[config.mk]
export PLATFORM = sky130hd
export DESIGN_NAME = pn_correlator
export DESIGN_NICKNAME = d
export VERILOG_FILES = /design/src/rtl/pn_correlator.sv
export SDC_FILE = /design/constraint.sdc
export NUM_CORES = 1
export LEC_CHECK = 0
export ABC_AREA = 1
export BUFFER_PORTS_ARGS = -buffer_cell sky130_fd_sc_hd__buf_2
export CAP_MARGIN = 20
export CORE_UTILIZATION = 42
export CTS_BUF_LIST = sky130_fd_sc_hd__clkbuf_8
export DETAILED_ROUTE_END_ITERATION = 12
export GPL_TIMING_DRIVEN = 1
export MAX_ROUTING_LAYER = met4
export PLACE_DENSITY = 0.71
export REMOVE_ABC_BUFFERS = 1
export SYNTH_ARGS = -nofsm -noshare
export SYNTH_HDL_FRONTEND = slang
export SYNTH_SLANG_ARGS = --single-unit
[constraint.sdc]
create_clock -name clk_i -period 6.85 [get_ports clk_i]
set_clock_uncertainty 0.1 [all_clocks]
set_input_delay 1.0275 -clock clk_i [delete_from_list [all_inputs] [get_ports clk_i]]
set_output_delay 1.0275 -clock clk_i [all_outputs]
set_load 0.05 [all_outputs]
[src/rtl/pn_correlator.sv]
// PN correlator: despreads complex I/Q samples against a local PN chip stream.
// Each period of N = len+1 strobed chips is summed with saturation. The period
// sum is presented on sum_i_o/sum_q_o with a one-cycle valid_o pulse.
module pn_correlator #(
  parameter int width     = 16,
  parameter int acc_width = 32,
  parameter int len_width = 16
) (
  input  logic                        clk_i,
  input  logic                        rst_n_i,
  input  logic                        ena_i,
  input  logic                        strobe_i,
  input  logic                        pn_i,
  input  logic        [len_width-1:0] len_i,
  input  logic signed [width-1:0]     i_i,
  input  logic signed [width-1:0]     q_i,
  output logic signed [acc_width-1:0] sum_i_o,
  output logic signed [acc_width-1:0] sum_q_o,
  output logic                        valid_o,
  output logic                        busy_o,
  output logic                        ovf_o
);

  typedef enum logic {IDLE = 1'b0, ACCUM = 1'b1} state_t;

  localparam logic [acc_width-1:0] ACC_MAX = {1'b0, {(acc_width-1){1'b1}}};
  localparam logic [acc_width-1:0] ACC_MIN = {1'b1, {(acc_width-1){1'b0}}};

  // Saturating add of +/-sample into an accumulator; MSB of result flags clamping.
  // The sample is sign-extended before negation so the most negative sample
  // negates exactly in the wider accumulator.
  function automatic logic [acc_width:0] sat_add(
    input logic [acc_width-1:0] acc,
    input logic [width-1:0]     samp,
    input logic                 pn
  );
    logic [acc_width-1:0] ext;
    logic [acc_width-1:0] term;
    logic [acc_width:0]   sum;
    ext  = {{(acc_width-width){samp[width-1]}}, samp};
    term = pn ? ext : -ext;
    sum  = {acc[acc_width-1], acc} + {term[acc_width-1], term};
    if (sum[acc_width] != sum[acc_width-1])
      sat_add = {1'b1, (sum[acc_width] ? ACC_MIN : ACC_MAX)};
    else
      sat_add = {1'b0, sum[acc_width-1:0]};
  endfunction

  state_t               r_state;
  logic [acc_width-1:0] r_acc_i;
  logic [acc_width-1:0] r_acc_q;
  logic [len_width-1:0] r_cnt;
  logic [len_width-1:0] r_len;
  logic [acc_width-1:0] r_sum_i;
  logic [acc_width-1:0] r_sum_q;
  logic                 r_valid;
  logic                 r_ovf;

  logic [acc_width:0]   w_add_i;
  logic [acc_width:0]   w_add_q;
  logic [acc_width-1:0] w_new_i;
  logic [acc_width-1:0] w_new_q;
  logic                 w_sat;
  logic                 w_last;

  // Next accumulator values for the current chip and period-end detection.
  assign w_add_i = sat_add(r_acc_i, i_i, pn_i);
  assign w_add_q = sat_add(r_acc_q, q_i, pn_i);
  assign w_new_i = w_add_i[acc_width-1:0];
  assign w_new_q = w_add_q[acc_width-1:0];
  assign w_sat   = w_add_i[acc_width] | w_add_q[acc_width];
  assign w_last  = (r_cnt == r_len);

  // Control FSM, accumulators and registered outputs.
  // NOTE: every register here uses <= so all of them update from the same
  // pre-edge values; blocking assignments would make the order of lines matter.
  always_ff @(posedge clk_i or negedge rst_n_i) begin
    if (!rst_n_i) begin
      r_state <= IDLE;
      r_acc_i <= '0;
      r_acc_q <= '0;
      r_cnt   <= '0;
      r_len   <= '0;
      r_sum_i <= '0;
      r_sum_q <= '0;
      r_valid <= 1'b0;
      r_ovf   <= 1'b0;
    end else begin
      r_valid <= 1'b0;
      if (!ena_i) begin
        // Disable discards the partial period and clears results and flag.
        r_state <= IDLE;
        r_acc_i <= '0;
        r_acc_q <= '0;
        r_cnt   <= '0;
        r_sum_i <= '0;
        r_sum_q <= '0;
        r_ovf   <= 1'b0;
      end else begin
        case (r_state)
          IDLE: begin
            // Entry edge: start a fresh period; a strobe here is ignored.
            r_state <= ACCUM;
            r_acc_i <= '0;
            r_acc_q <= '0;
            r_cnt   <= '0;
            r_len   <= len_i;
          end
          ACCUM: begin
            if (strobe_i) begin
              r_ovf <= r_ovf | w_sat;
              if (w_last) begin
                r_sum_i <= w_new_i;
                r_sum_q <= w_new_q;
                r_valid <= 1'b1;
                r_acc_i <= '0;
                r_acc_q <= '0;
                r_cnt   <= '0;
                r_len   <= len_i;
              end else begin
                r_acc_i <= w_new_i;
                r_acc_q <= w_new_q;
                r_cnt   <= r_cnt + len_width'(1);
              end
            end
          end
          default: r_state <= IDLE;
        endcase
      end
    end
  end

  assign sum_i_o = r_sum_i;
  assign sum_q_o = r_sum_q;
  assign valid_o = r_valid;
  assign busy_o  = (r_state == ACCUM);
  assign ovf_o   = r_ovf;

endmodule

**Word-level counts from Yosys, hierarchy flattened**

Cells that the tools add are included.

- Bitwise operators: 3
- Mux-type cells: 37
- Reduce and logical (&&, ||, !) cells: 3
- Equal/unequal tests: 9
- Add/sub/neg operators: 5

Operator list:

| kind | count |
|---|---|
| 32-bit 2-to-1 mux | 18 |
| 32-bit one-hot mux with 2 select lines | 2 |
| 16-bit 2-to-1 mux | 5 |
| 32-bit by 32-bit adder with 33-bit output | 2 |
| 33-bit 2-to-1 mux | 2 |
| 32-bit negation | 2 |
| 16-bit one-hot mux with 2 select lines | 2 |
| 16-bit by 1-bit adder with 16-bit output (second input constant) | 1 |
| 16-bit == test | 1 |
| 1-bit 2-to-1 mux | 8 |
| 2-bit by 1-bit != test with 1-bit output (second input constant) | 4 |
| 3-bit AND reduction | 2 |
| 3-bit != test (second input constant) | 1 |
| 1-bit != test | 2 |
| 2-bit != test (second input constant) | 1 |
| 1-bit OR | 2 |
| 2-bit AND reduction | 1 |
| 1-bit inverter | 1 |

- Flip-flop bits (word level): 163
- Input bits: 53

**Depth between registers and ports, before layout**

Gate-level depths: netlist of the first run.

- Depth after elaboration: 10
- Mapped depth: 27
- Gate-level depth less buffers: 26

**Least setup slack after synthesis of the first run**

Ideal clock, no wire load.

- Path kind: input port to flip-flop
- From: input i_i[1]
- To: register r_acc_i[0]
- Library setup time: 135 ps
- Buffers on the path: 1
- Data required time: 6,615 ps
- Setup slack: 2,635 ps
- Arrival time: 3,979 ps
- Cell stages on the path: 25
- Cell sequence: nor3_1 > nor3b_1 > nand2_1 > nor4_1 > nand4_1 > ha_1 > nand2_1 > o21ai_0 > inv_1 > ha_1 > nand2_1 > inv_1 > nand2_1 > nand2_1 > a21oi_1 > nand2_2 > nand2_2 > nand2_2 > nand2_1 > nand2_2 > nand2_2 > buf_6 > nand2_2 > o21ai_0 > o21ai_0

- Longest elaborated chain between the ends: 9
- Elaborated cells on any way between the ends: 10
- Classes of those cells: 2 x add/sub; 1 x eq/ne; 7 x mux

Ends and longest elaborated chain:

| item | RTL line | text |
|---|---|---|
| start, declared | 15 | `input logic signed [width-1:0] i_i,` |
| 32-bit negation | 41 | `term = pn ? ext : -ext;` |
| 32-bit 2-to-1 mux * | 41 |  |
| 32-bit by 32-bit adder with 33-bit output * | 42 | `sum = {acc[acc_width-1], acc} + {term[acc_width-1], term};` |
| 32-bit 2-to-1 mux / 1-bit != test (equally long branches) | 44, 43 |  |
| 33-bit 2-to-1 mux * | 43 | `if (sum[acc_width] != sum[acc_width-1])` |
| 32-bit 2-to-1 mux * | 112 | `if (w_last) begin` |
| 32-bit 2-to-1 mux * | 110 | `if (strobe_i) begin` |
| 32-bit one-hot mux with 2 select lines * | 100 | `case (r_state)` |
| 32-bit 2-to-1 mux * | 90 | `if (!ena_i) begin` |
| end signal, assigned | 121 | `r_acc_i <= w_new_i;` |
| end, declared | 50 | `logic [acc_width-1:0] r_acc_i;` |

Every way passes the cells marked *; elsewhere a longest branch is shown, timed or not. The select of a mux whose other input is x is not followed.
A chain may end at the register's enable or synchronous reset.

**Worst setup path after layout of the first run**

- From: input i_i[0]
- To: register r_acc_i[0]

The elaborated chain is that of the path after synthesis.

==> results.md, run 1 <==
- # port buffers: 119
- Synthesized area: 12060 um2
- Total power: around 0.0027 W
- Final hold vios: 0
- Routed wire per std cell: 15.53 um
- Clock buffer count from CTS: 17
- Path type of the worst min-delay path: reg -> reg
- Clk_lat worst skew: approximately 500 ps
- Slew of the pin with the lowest slew margin: around 950 ps
- Via count: 11704
- Hold Buf Count CTS: 0
- Remaining global-route overflow: 0
- Leak: around 7 nW
- Setup-failing EPs final: 0
- Post-Synthesis Cells: approximately 1800
- Post-DRT Antenna Nets: 0
- Final Cell Area: ~13000 um2
- Crit. End Element: flop
- CP dominant cell by count: nand2_1
- Slew HR: between 30% and 40%
- Ant diodes: 0
- RSZ-0062 raised after global routing: no
- Die Height: around 170 um
- Critical Path AT: 5490 ps
- YS warnings: 0
- Post-Place Cell Area: around 13000 um2
- Min cycle time layout: ~5200 ps
- H-tree depth: 4
- Drc violations: 0
- Netlist cell types: 47
- DR pass1 iterations: 5
- Vias in the first global route: roughly 11000
- Vias per cell: approximately 5.2
- Max-cap viol count: 0
- Root buf cell: clkbuf_8
- Iteration-0 DRC Markers: 770
- Routed wire length: ~35 mm
- Crit-path max FO: 29
- CTS tree: done
- Largest net degree at the start of global routing: 94
- Worst-path clk slew: between 100 and 150 ps
- Maximum clock rate: about 190 MHz
- Outcome: finished, final reports clean
- Layout cells sized above 1: around 13%
- Post-DP HPWL: about 26 mm
- Final GP Congestion: ~0.96
- CP peak stage delay: slightly above 700 ps
- Worst vdd ir: around 0.12 mV
- FP Rows: 61
- Resize count post-CTS: 0
- Fin crit share: approximately three quarters
- Final-report max-slew violation count: 0
- Antenna violations before repair: 0
- Initial Util: approximately 43%
- Setup crit start kind: primary input
- First-pass GRT wire length: about 57 mm
- Synth Area per Inst: 6.846 um2
- Post-route setup TNS: 0 ps
- Sink Count: approximately 160
- WP data required: a little over 7000 ps
- Die width: about 170 um
- GR Util All Layers: 25.52%
- Crit-path slowest cell: o21ai_1
- PD cells: 202.8 nW/um2
- #FFs+latches synth: roughly 160
- CP Cell Sequence: buf_2, inv_1, ha_1, nand2_1, nor3_1, nand2_1, nor3_1, nand3_1, o21ai_1, a21oi_1, ha_1, nand2_1, inv_1, a21oi_1, nand2_1, a21oi_2, nand2_2, nand2_1, nand2_1, nand2_2, nand2_2, o21ai_0, o21ai_0
- Maximum clock insertion buffer count: 2
- I/O pins: 120
- Die area: 29390 um2
- Path type of the worst setup path: in -> reg
- Nets: 1986
- Core Region: 28010 um2
- Area grow syn2layout: 11.06%
- Postcts setup bufs: 0
- Register area share after synthesis: between 30 and 40%
-- critical path: cells and delay by family --
kind	cells	cell delay, ps
buf+inv	3	220
compound gates	6	1680
fa+ha+maj	2	580
simple gates	12	1980
-- metal layers --
| layer | share of wire, % | track usage (%) | wire length (um) |
|---|---|---|---|
| met2 | 47 | 42.47 | 16530 |
| met1 | 45 | 31.55 | 15810 |
| met4 | 3.4 | 9.045 | 1173 |
| met5 | 0 | - | 0 |
| met3 | 4.1 | 3.566 | 1432 |
-- where the power goes --
group | switching [W] | leakage (nW) | internal (W) | total, W
clock | 0.000488 | 0.214 | 0.000290 | 0.000777
sequential | 0.0000290 | 2.23 | 0.00100 | 0.00103
combinational | 0.000614 | 4.74 | 0.000292 | 0.000906
-- layout make-up --
cell class                 count  area [um2]
fill                        2880       14620
tap                          378       473.0
timing repair buffer         127       669.4
sequential                   163        4079
clock inverter                15       198.9
multi-input combinational   1379        7088
clock buffer                  17       234.0
inverter                     172       648.1
-- flip-flops by register name (all words and copies together) (netlist names) --
| register | flops |
|---|---|
| ovf_o | 1 |
| r_acc_i | 32 |
| r_len | 16 |
| r_cnt | 16 |
| valid_o | 1 |
| sum_i_o | 32 |
| sum_q_o | 32 |
| busy_o | 1 |
| r_acc_q | 32 |
-- per-stage QoR --
stage	instances	setup slack [ps]	hold WS [ps]	utilization, %
floorplan	1714	2199	355.4	-
global placement	2218	1245	360.7	46.21
detailed placement	2218	1141	362.5	46.21
CTS	2250	1659	391.3	47.75
global route	2251	1209	419.7	47.80
finish	2251	1607	384.1	47.80
-- kinds of logic (layout without fill, tap and decap cells) --
family	after synthesis	in the layout	share of synthesized area [%]
DFF	163	163	33.83
adders and majority gates	73	73	7.700
and+or+nand+nor	960	960	32.73
xor gates and xnor gates	74	74	5.376
buffers and inverters	219	331	7.441
AOI/OAI and AO/OA	272	272	12.92
-- placed cells by master (no fill, tap or decap), drive strengths merged, types with 6 or more instances in the layout --
| cell type | n |
|---|---|
| or2 | 10 |
| nand3 | 51 |
| a21oi | 114 |
| nand3b | 9 |
| o21ai | 120 |
| nand2 | 695 |
| nand4 | 14 |
| clkinv | 6 |
| inv | 181 |
| nor3 | 38 |
| xnor2 | 49 |
| ha | 71 |
| nor2 | 128 |
| dfrtp | 163 |
| xor2 | 25 |
| buf | 127 |
| nor4 | 9 |
| clkbuf | 17 |
| o21bai | 16 |
| a31oi | 8 |
-- synth_stat cells (all sizes together) --
library cell / n / share of area, %
nand2: 695 / 22
inv: 172 / 5.4
dfrtp: 163 / 34
nor2: 128 / 4.2
o21ai: 120 / 5.0
a21oi: 114 / 5.3
ha: 71 / 7.4
nand3: 51 / 2.1
xnor2: 49 / 3.6
nor3: 38 / 1.7
xor2: 25 / 1.8
buf: 24 / 1.3
clkbuf: 23 / 0.72
o21bai: 16 / 1.0
nand4: 14 / 0.73
or2: 10 / 0.52
nand3b: 9 / 0.56
nor4: 9 / 0.47
a31oi: 8 / 0.57
and2: 4 / 0.21
a21boi: 2 / 0.12
a31o: 2 / 0.15
fa: 2 / 0.33
nor3b: 2 / 0.12
o211ai: 2 / 0.12
o21a: 2 / 0.12
o22ai: 2 / 0.10
a21o: 1 / 0.062
o2111ai: 1 / 0.073
o31ai: 1 / 0.062
o41ai: 1 / 0.23
-- worst paths after layout --
| path | from | to | slack (ps) | cells past startpoint |
|---|---|---|---|---|
| max reg2reg | r_acc_q[0] | r_acc_q[20] | 3640 | 19 |
| min in group asynchronous | rst_n_i | sum_i_o[6] | 520 | 1 |
| max in group asynchronous | rst_n_i | r_acc_q[10] | 4670 | 2 |
| min | sum_i_o[28] | sum_i_o[28] | 380 | 2 |
| max | i_i[0] | r_acc_i[0] | 1610 | 23 |
| min reg2reg | sum_i_o[28] | sum_i_o[28] | 380 | 2 |
No activity file was read; power rests on OpenSTA's default activity.
==> inputs of run 2 (changes only) <==
--- a/config.mk
+++ b/config.mk
@@ -5,7 +5,7 @@
 export SDC_FILE = /design/constraint.sdc
 export NUM_CORES = 1
 export LEC_CHECK = 0
-export ABC_AREA = 1
+export ABC_AREA = 0
 export BUFFER_PORTS_ARGS = -buffer_cell sky130_fd_sc_hd__buf_2
 export CAP_MARGIN = 20
 export CORE_UTILIZATION = 42
@@ -13,7 +13,7 @@
 export DETAILED_ROUTE_END_ITERATION = 12
 export GPL_TIMING_DRIVEN = 1
 export MAX_ROUTING_LAYER = met4
-export PLACE_DENSITY = 0.71
+export PLACE_DENSITY = 0.74
 export REMOVE_ABC_BUFFERS = 1
 export SYNTH_ARGS = -nofsm -noshare
 export SYNTH_HDL_FRONTEND = slang
==> constraint.sdc (replaced) <==
create_clock -name clk_i -period 4.8 [get_ports clk_i]
set_clock_uncertainty 0.1 [all_clocks]
set_input_delay 0.72 -clock clk_i [delete_from_list [all_inputs] [get_ports clk_i]]
set_output_delay 0.72 -clock clk_i [all_outputs]
set_load 0.05 [all_outputs]
==> run 2 against run 1 <==
Sequential share of layout area rose by 1.2 points; final area fell by 3.9%; clock power rose by 40%; first-iteration DRC count fell by 14%; wire length fell by 17%; count of clock-buffer cells in the layout rose by 2; global-route usage fell by 2.4 points; register-to-register slack got worse by 2400 ps; critical path depth fell by 1; non-clock buffer count rose by 81; critical endpoint is now r_acc_i[1]; highest routed layer unchanged.
==> results.md, run 2 <==
- Synth top area cells: dfrtp_1 37%, ha_1 8.1%, nand2_1 7.6%, o21ai_0 4.6%, xnor2_1 4.2%
- Final GP Congestion: ~0.93
- Worst r2r src: r_acc_q[0]
- Core Region: 25330 um2
- RR Endpoint: r_acc_q[7]
- Clock buffer count from CTS: 17
- Worst vdd ir: about 0.16 mV
- Min cycle time layout: between 4000 and 5000 ps
- Routed wire length: 29.11 mm
- GR Util All Layers: a little under a quarter
- Area leader, netlist: dfrtp_1
- Worst-path clk slew: ~90 ps
- # placed instances: about 1800
- Synthesized area: about 11000 um2
- Synth top cells by count: 220 x nand2_1, 163 x dfrtp_1, 109 x nor2_1
- Slew HR: 32.21%
- Setup crit start kind: primary input
- Ant diodes: 0
- Fin Hold WS: 147.1 ps
- YS warnings: 0
- Final-report max-slew violation count: 0
- Fin crit share: between 90% and 100%
- Main synth FF type: dfrtp_1
- Initial Util: between 40% and 50%
- FP Rows: a little under 60
- WP data required: roughly 5000 ps
- Largest net degree at the start of global routing: just under 90
- Max-cap viol count: 0
- Layout cells sized above 1: 18.69%
- Netlist cell types: 67
- Crit-path max FO: 15
- Maximum clock rate: 229.2 MHz
- Clk_lat worst skew: roughly 460 ps
- H-tree depth: 4
- Vias in the first global route: 9867
- Sink Count: 163
- Fraction of registers with async set or reset after synthesis: 100.0%
- Final hold vios: 0
- Path type of the worst setup path: in -> reg
- Vias per cell: about 5.5
- Die width: 163.3 um
- Setup-failing EPs final: 0
- Root buf cell: clkbuf_8
- Post-DP HPWL: about 22 mm
- DR pass1 iterations: 5
- End point of the critical path: r_acc_i[1]
- Synth top area share: 37.34%
- Die area: 26660 um2
- RSZ-0062 raised after global routing: no
- Most frequent cell after synthesis: nand2_1
- Post-layout util: 50.81%
- PD cells: about 270 nW/um2
- Leak: 6.307 nW
- # port buffers: between 100 and 150
- Slew of the pin with the lowest slew margin: between 1000 and 1500 ps
- #FFs+latches synth: approximately 160
- Crit. End Element: flop
- CTS tree: done
- Remaining global-route overflow: 0
- Worst setup path start: i_i[3]
- Commonest non-fill, non-tap cell in the layout: nand2_1
- Register area share after synthesis: around 37%
- Antenna violations before repair: 0
- Drc violations: 0
- Iteration-0 DRC Markers: 660
- Area grow syn2layout: 17.80%
- EDFF count, synth: 0
- Via count: 9975
- Reg2Reg Depth: 14
- Path type of the worst min-delay path: in -> async
- Reg2reg setup slack: 1270 ps
- Cell Count, Final, Fillers Out: between 1500 and 2000
- I/O pins: 120
- Hold Buf Count CTS: 0
- Post-Synthesis Cells: between 1000 and 1500
- Nets: 1596
- Most frequent cells in the layout: 219 x nand2_1, 163 x dfrtp_1, 118 x buf_2
- Routed wire per std cell: 16.06 um
- Die Height: between 150 and 200 um
- Synth Area per Inst: about 8.4 um2
- Post-DRT Antenna Nets: 0
- Critical Path AT: approximately 4600 ps
- First-pass GRT wire length: 47.98 mm
- Outcome: finished, final reports clean
- Maximum clock insertion buffer count: 2
==> run 2: through the flow <==
step	total power, W	instance area (um2)	setup WS (ps)	TNS (ps)
2_1_floorplan	0.002088	10670	-85.91	-1372
3_3_place_gp	0.002397	12430	-160.4	-1027
3_5_place_dp	0.002412	12430	-243.9	-3520
4_1_cts	0.003497	12850	221.9	0
5_1_grt	0.003678	12870	49.99	0
6_report	0.003483	12870	437.1	0
==> run 2: area by class of cell <==
cell class	count	area [um2]
fill	2437	12460
multi-input combinational	1041	6479
sequential	163	4079
timing repair buffer	208	1333
tap	330	412.9
clock buffer	19	261.5
clock inverter	12	157.7
inverter	39	146.4
==> run 2: kinds of logic (layout without fill, tap and decap cells) <==
kind of cell	count (synthesis)	count (layout)	share of synthesized area (%)
AND/OR/NAND/NOR	472	472	19.25
AO/OA/AOI/OAI	368	368	20.30
flip-flops	163	163	37.34
XOR/XNOR	106	106	8.567
buffers and inverters	97	278	3.711
adder cells (fa/ha/maj)	73	73	8.498
multiplexers	22	22	2.336
==> run 2: worst max-delay path, cell delays in order <==
cell and delay [ps]:
buf_2 100, nor3_1 230, nand2_1 100, nor4_1 240
buf_4 190, nand2_1 60, nor2_2 160, nand2_1 120
ha_1 280, mux2i_1 130, ha_1 270, buf_4 170
nand2_1 50, o21ai_0 150, nor2_1 160, nand2_1 120
a211o_1 350, a211oi_4 310, nand3_1 180, nand3_1 140
buf_4 210, o221ai_1 140
==> run 2: power breakdown <==
group / total [W] / internal, W / switching [W]
registers: 0.00146 / 0.00143 / 0.0000386
clock network: 0.00109 / 0.000540 / 0.000545
logic: 0.000934 / 0.000383 / 0.000551
total: 0.00348 / 0.00235 / 0.00113
==> run 2: worst min-delay path by stage <==
stage                startpoint     endpoint  slack, ps  depth (start not counted)
floorplan               rst_n_i       busy_o        320                          0
global placement    sum_i_o[16]  sum_i_o[16]        360                          2
detailed placement  sum_i_o[20]  sum_i_o[20]        370                          2
CTS                     rst_n_i  r_acc_i[11]        170                          1
global route            rst_n_i  r_acc_i[11]        190                          1
finish                  rst_n_i  r_acc_i[11]        150                          1
==> run 2: timing repair <==
| item | CTS | global route |
|---|---|---|
| buffers inserted | 0 | 0 |
| resized for setup | 0 | 4 |
| setup endpoints to repair | 0 | 36 |
==> run 2: metal layers <==
metal	global-route usage [%]	vias up	wire [um]
li1	-	4912	-
met1	28.78	4789	13160
met2	38.56	226	14120
met3	3.022	48	1154
met4	7.392	0	678
met5	-	-	0
==> inputs of run 3 (changes only) <==
==> constraint.sdc (replaced) <==
create_clock -name clk_i -period 4.8 [get_ports clk_i]
set_clock_uncertainty 0.1 [all_clocks]
set_input_delay 0.24 -clock clk_i [delete_from_list [all_inputs] [get_ports clk_i]]
set_output_delay 0.24 -clock clk_i [all_outputs]
set_load 0.05 [all_outputs]
==> run 3 against run 2 <==
Sequential power hardly changed; via count is 1.7% lower; flip-flop and latch count is the same; largest power group unchanged.
==> results.md, run 3 (synthesis results as in run 2) <==
- Fin crit share: between 90% and 100%
- Slew of the pin with the lowest slew margin: slightly above 800 ps
- Remaining global-route overflow: 0
- Global Route met1 Usage: between 20% and 30%
- Largest net degree at the start of global routing: 84
- Grt met2 use: 39.19%
- Outcome: finished, final reports clean
- Worst r2r src: r_acc_i[0]
- First-pass GRT wire length: between 40 and 50 mm
- Critical Path AT: roughly 4700 ps
- P_int: ~0.0022 W
- Fill count: roughly 2400
- Worst-path clk slew: ~90 ps
- Logic pwr share: between 20% and 30%
- Die Height: between 150 and 200 um
- Final-report max-slew violation count: 0
- Crit. End Element: flop
- FP Rows: between 50 and 60
- WP data required: 5080 ps
- Maximum clock insertion buffer count: 2
- Nets: about 1600
- Final Cell Area: approximately 12000 um2
- Ant diodes: 0
- Post-Place Cell Area: 11950 um2
- PD cells: approximately 260 nW/um2
- Layout cells sized above 1: about 15%
- Met3 global-route usage: ~3.3%
- Iteration-0 DRC Markers: around 670
- Vias per cell: approximately 5.5
- Hold Startpoint: strobe_i
- Switch share: between 30% and 40%
- Die area: ~27000 um2
- Hold path depth: 3
- Clock buffer count from CTS: 17
- Reg2Reg Depth: 12
- Max-cap viol count: 0
- Core Region: ~25000 um2
- Drc violations: 0
- CTS tree: done
- Routed wire length: 29.25 mm
- RSZ-0062 raised after global routing: no
- Path type of the worst min-delay path: in -> reg
- I/O pins: 120
- Psw: between 0.001 and 0.0015 W
- Post-DRT Antenna Nets: 0
- Vias in the first global route: 9665
- Total power: roughly 0.0033 W
- Leak: between 6 and 7 nW
- Area grow syn2layout: 14.37%
- Reg2reg setup slack: between 1000 and 1500 ps
- GR Util All Layers: between 20% and 30%
- Sequential share of power: between 40% and 50%
- Via count: between 9000 and 10000
- Worst vdd ir: between 0.1 and 0.15 mV
- Initial Util: a little over two fifths
- Setup-failing EPs final: 0
- Most frequent cells in the layout: 220 x nand2_1, 163 x dfrtp_1, 118 x buf_2
- DR pass1 iterations: 5
- Crit-path max FO: 23
- H-tree depth: 4
- Final GP Congestion: around 0.94
- Min cycle time layout: 4367 ps
- Slew HR: approximately 45%
- # port buffers: ~120
- Root buf cell: clkbuf_8
- Routed wire per std cell: about 17 um
- Path type of the worst setup path: in -> reg
- Worst Hold End: ovf_o
- Setup crit start kind: primary input
- Sink Count: 163
- Final hold vios: 0
- Maximum clock rate: between 200 and 250 MHz
- Global routing's busiest layer: met2
- Clk pwr share: 29.1%
- Post-DP HPWL: 21.46 mm
- Antenna violations before repair: 0
- Clk_lat worst skew: roughly 470 ps
- Commonest non-fill, non-tap cell in the layout: nand2_1
- RR Endpoint: sum_i_o[26]
- Die width: between 150 and 200 um
run 3: changes by cell type in the layout (fill, tap and decap cells not counted), sizes merged:
cell,before,now
dlygate4sd3,0,18
clkinv,2,4
clkinvlp,5,3
bufinv,3,0
buf,208,146
inv,41,45
run 3: timing repair:
item	in CTS	in global routing
gates resized for setup	0	1
setup buffers	0	0
hold buffers	18	0
endpoints found under the hold margin	98	0
endpoints found under the setup margin	0	30
run 3: how the worst max path moves through the flow:
stage / startpoint / to / slack (ps) / depth (start not counted)
final: i_i[3] / r_acc_i[24] / 430 / 21
after CTS: i_i[3] / sum_i_o[17] / 400 / 21
after detailed placement: i_i[3] / sum_i_o[6] / -90 / 21
after global placement: i_i[3] / sum_i_o[22] / 50 / 21
after global routing: i_i[3] / sum_i_o[17] / 30 / 21
after floorplan: r_cnt[7] / sum_i_o[26] / -70 / 6
run 3: per-layer routing:
layer | part of all wire [%] | up-vias
met1 | 45 | 4734
met5 | 0 | -
met2 | 49 | 217
met4 | 2.3 | 0
li1 | - | 4820
met3 | 3.5 | 39
run 3: layout make-up:
class	count	area [um2]	area share (%)
Sequential cell	163	4079	32.65
Clock buffer	19	261.5	2.093
Tap cell	330	412.9	3.305
Multi-Input combinational cell	1041	6460	51.70
Inverter	39	146.4	1.172
Clock inverter	13	100.1	0.8011
Timing Repair Buffer	164	1035	8.282
run 3: power by group through the flow:
stage	logic, W	registers (W)	clock network [W]
6_report	0.000883	0.00146	0.000962
5_1_grt	0.000986	0.00147	0.00104
4_1_cts	0.000879	0.00146	0.000993
3_5_place_dp	0.000864	0.00149	0
3_3_place_gp	0.000847	0.00149	0
2_1_floorplan	0.000607	0.00148	0
run 3: worst max-delay path: stages:
cell,delay (ps)
buf_2,120
nor3_1,310
nand2_1,150
nor4_1,210
buf_4,170
nand2_1,50
nor2_1,220
nand2_1,120
nand2_1,270
nand2_1,100
ha_1,460
and3_1,270
nand2_1,80
a2111oi_1,480
and3_1,250
a211o_1,190
a211oi_2,110
o31ai_2,190
buf_4,320
nor2_1,130
o21ai_0,170
run 3: through the flow:
stage / cells / util, % / hold slack (ps) / TNS, ps / worst slack (ps)
final: 1769 / 49.33 / 76.33 / 0 / 432.7
after global routing: 1769 / 49.33 / 55.54 / 0 / 26.52
after CTS: 1769 / 49.33 / 46.15 / 0 / 399.6
after detailed placement: 1719 / 47.19 / 247.0 / -1942 / -94.86
after global placement: 1719 / 47.19 / 230.4 / 0 / 54.89
after floorplan: 1243 / - / -155.6 / -328.3 / -65.66
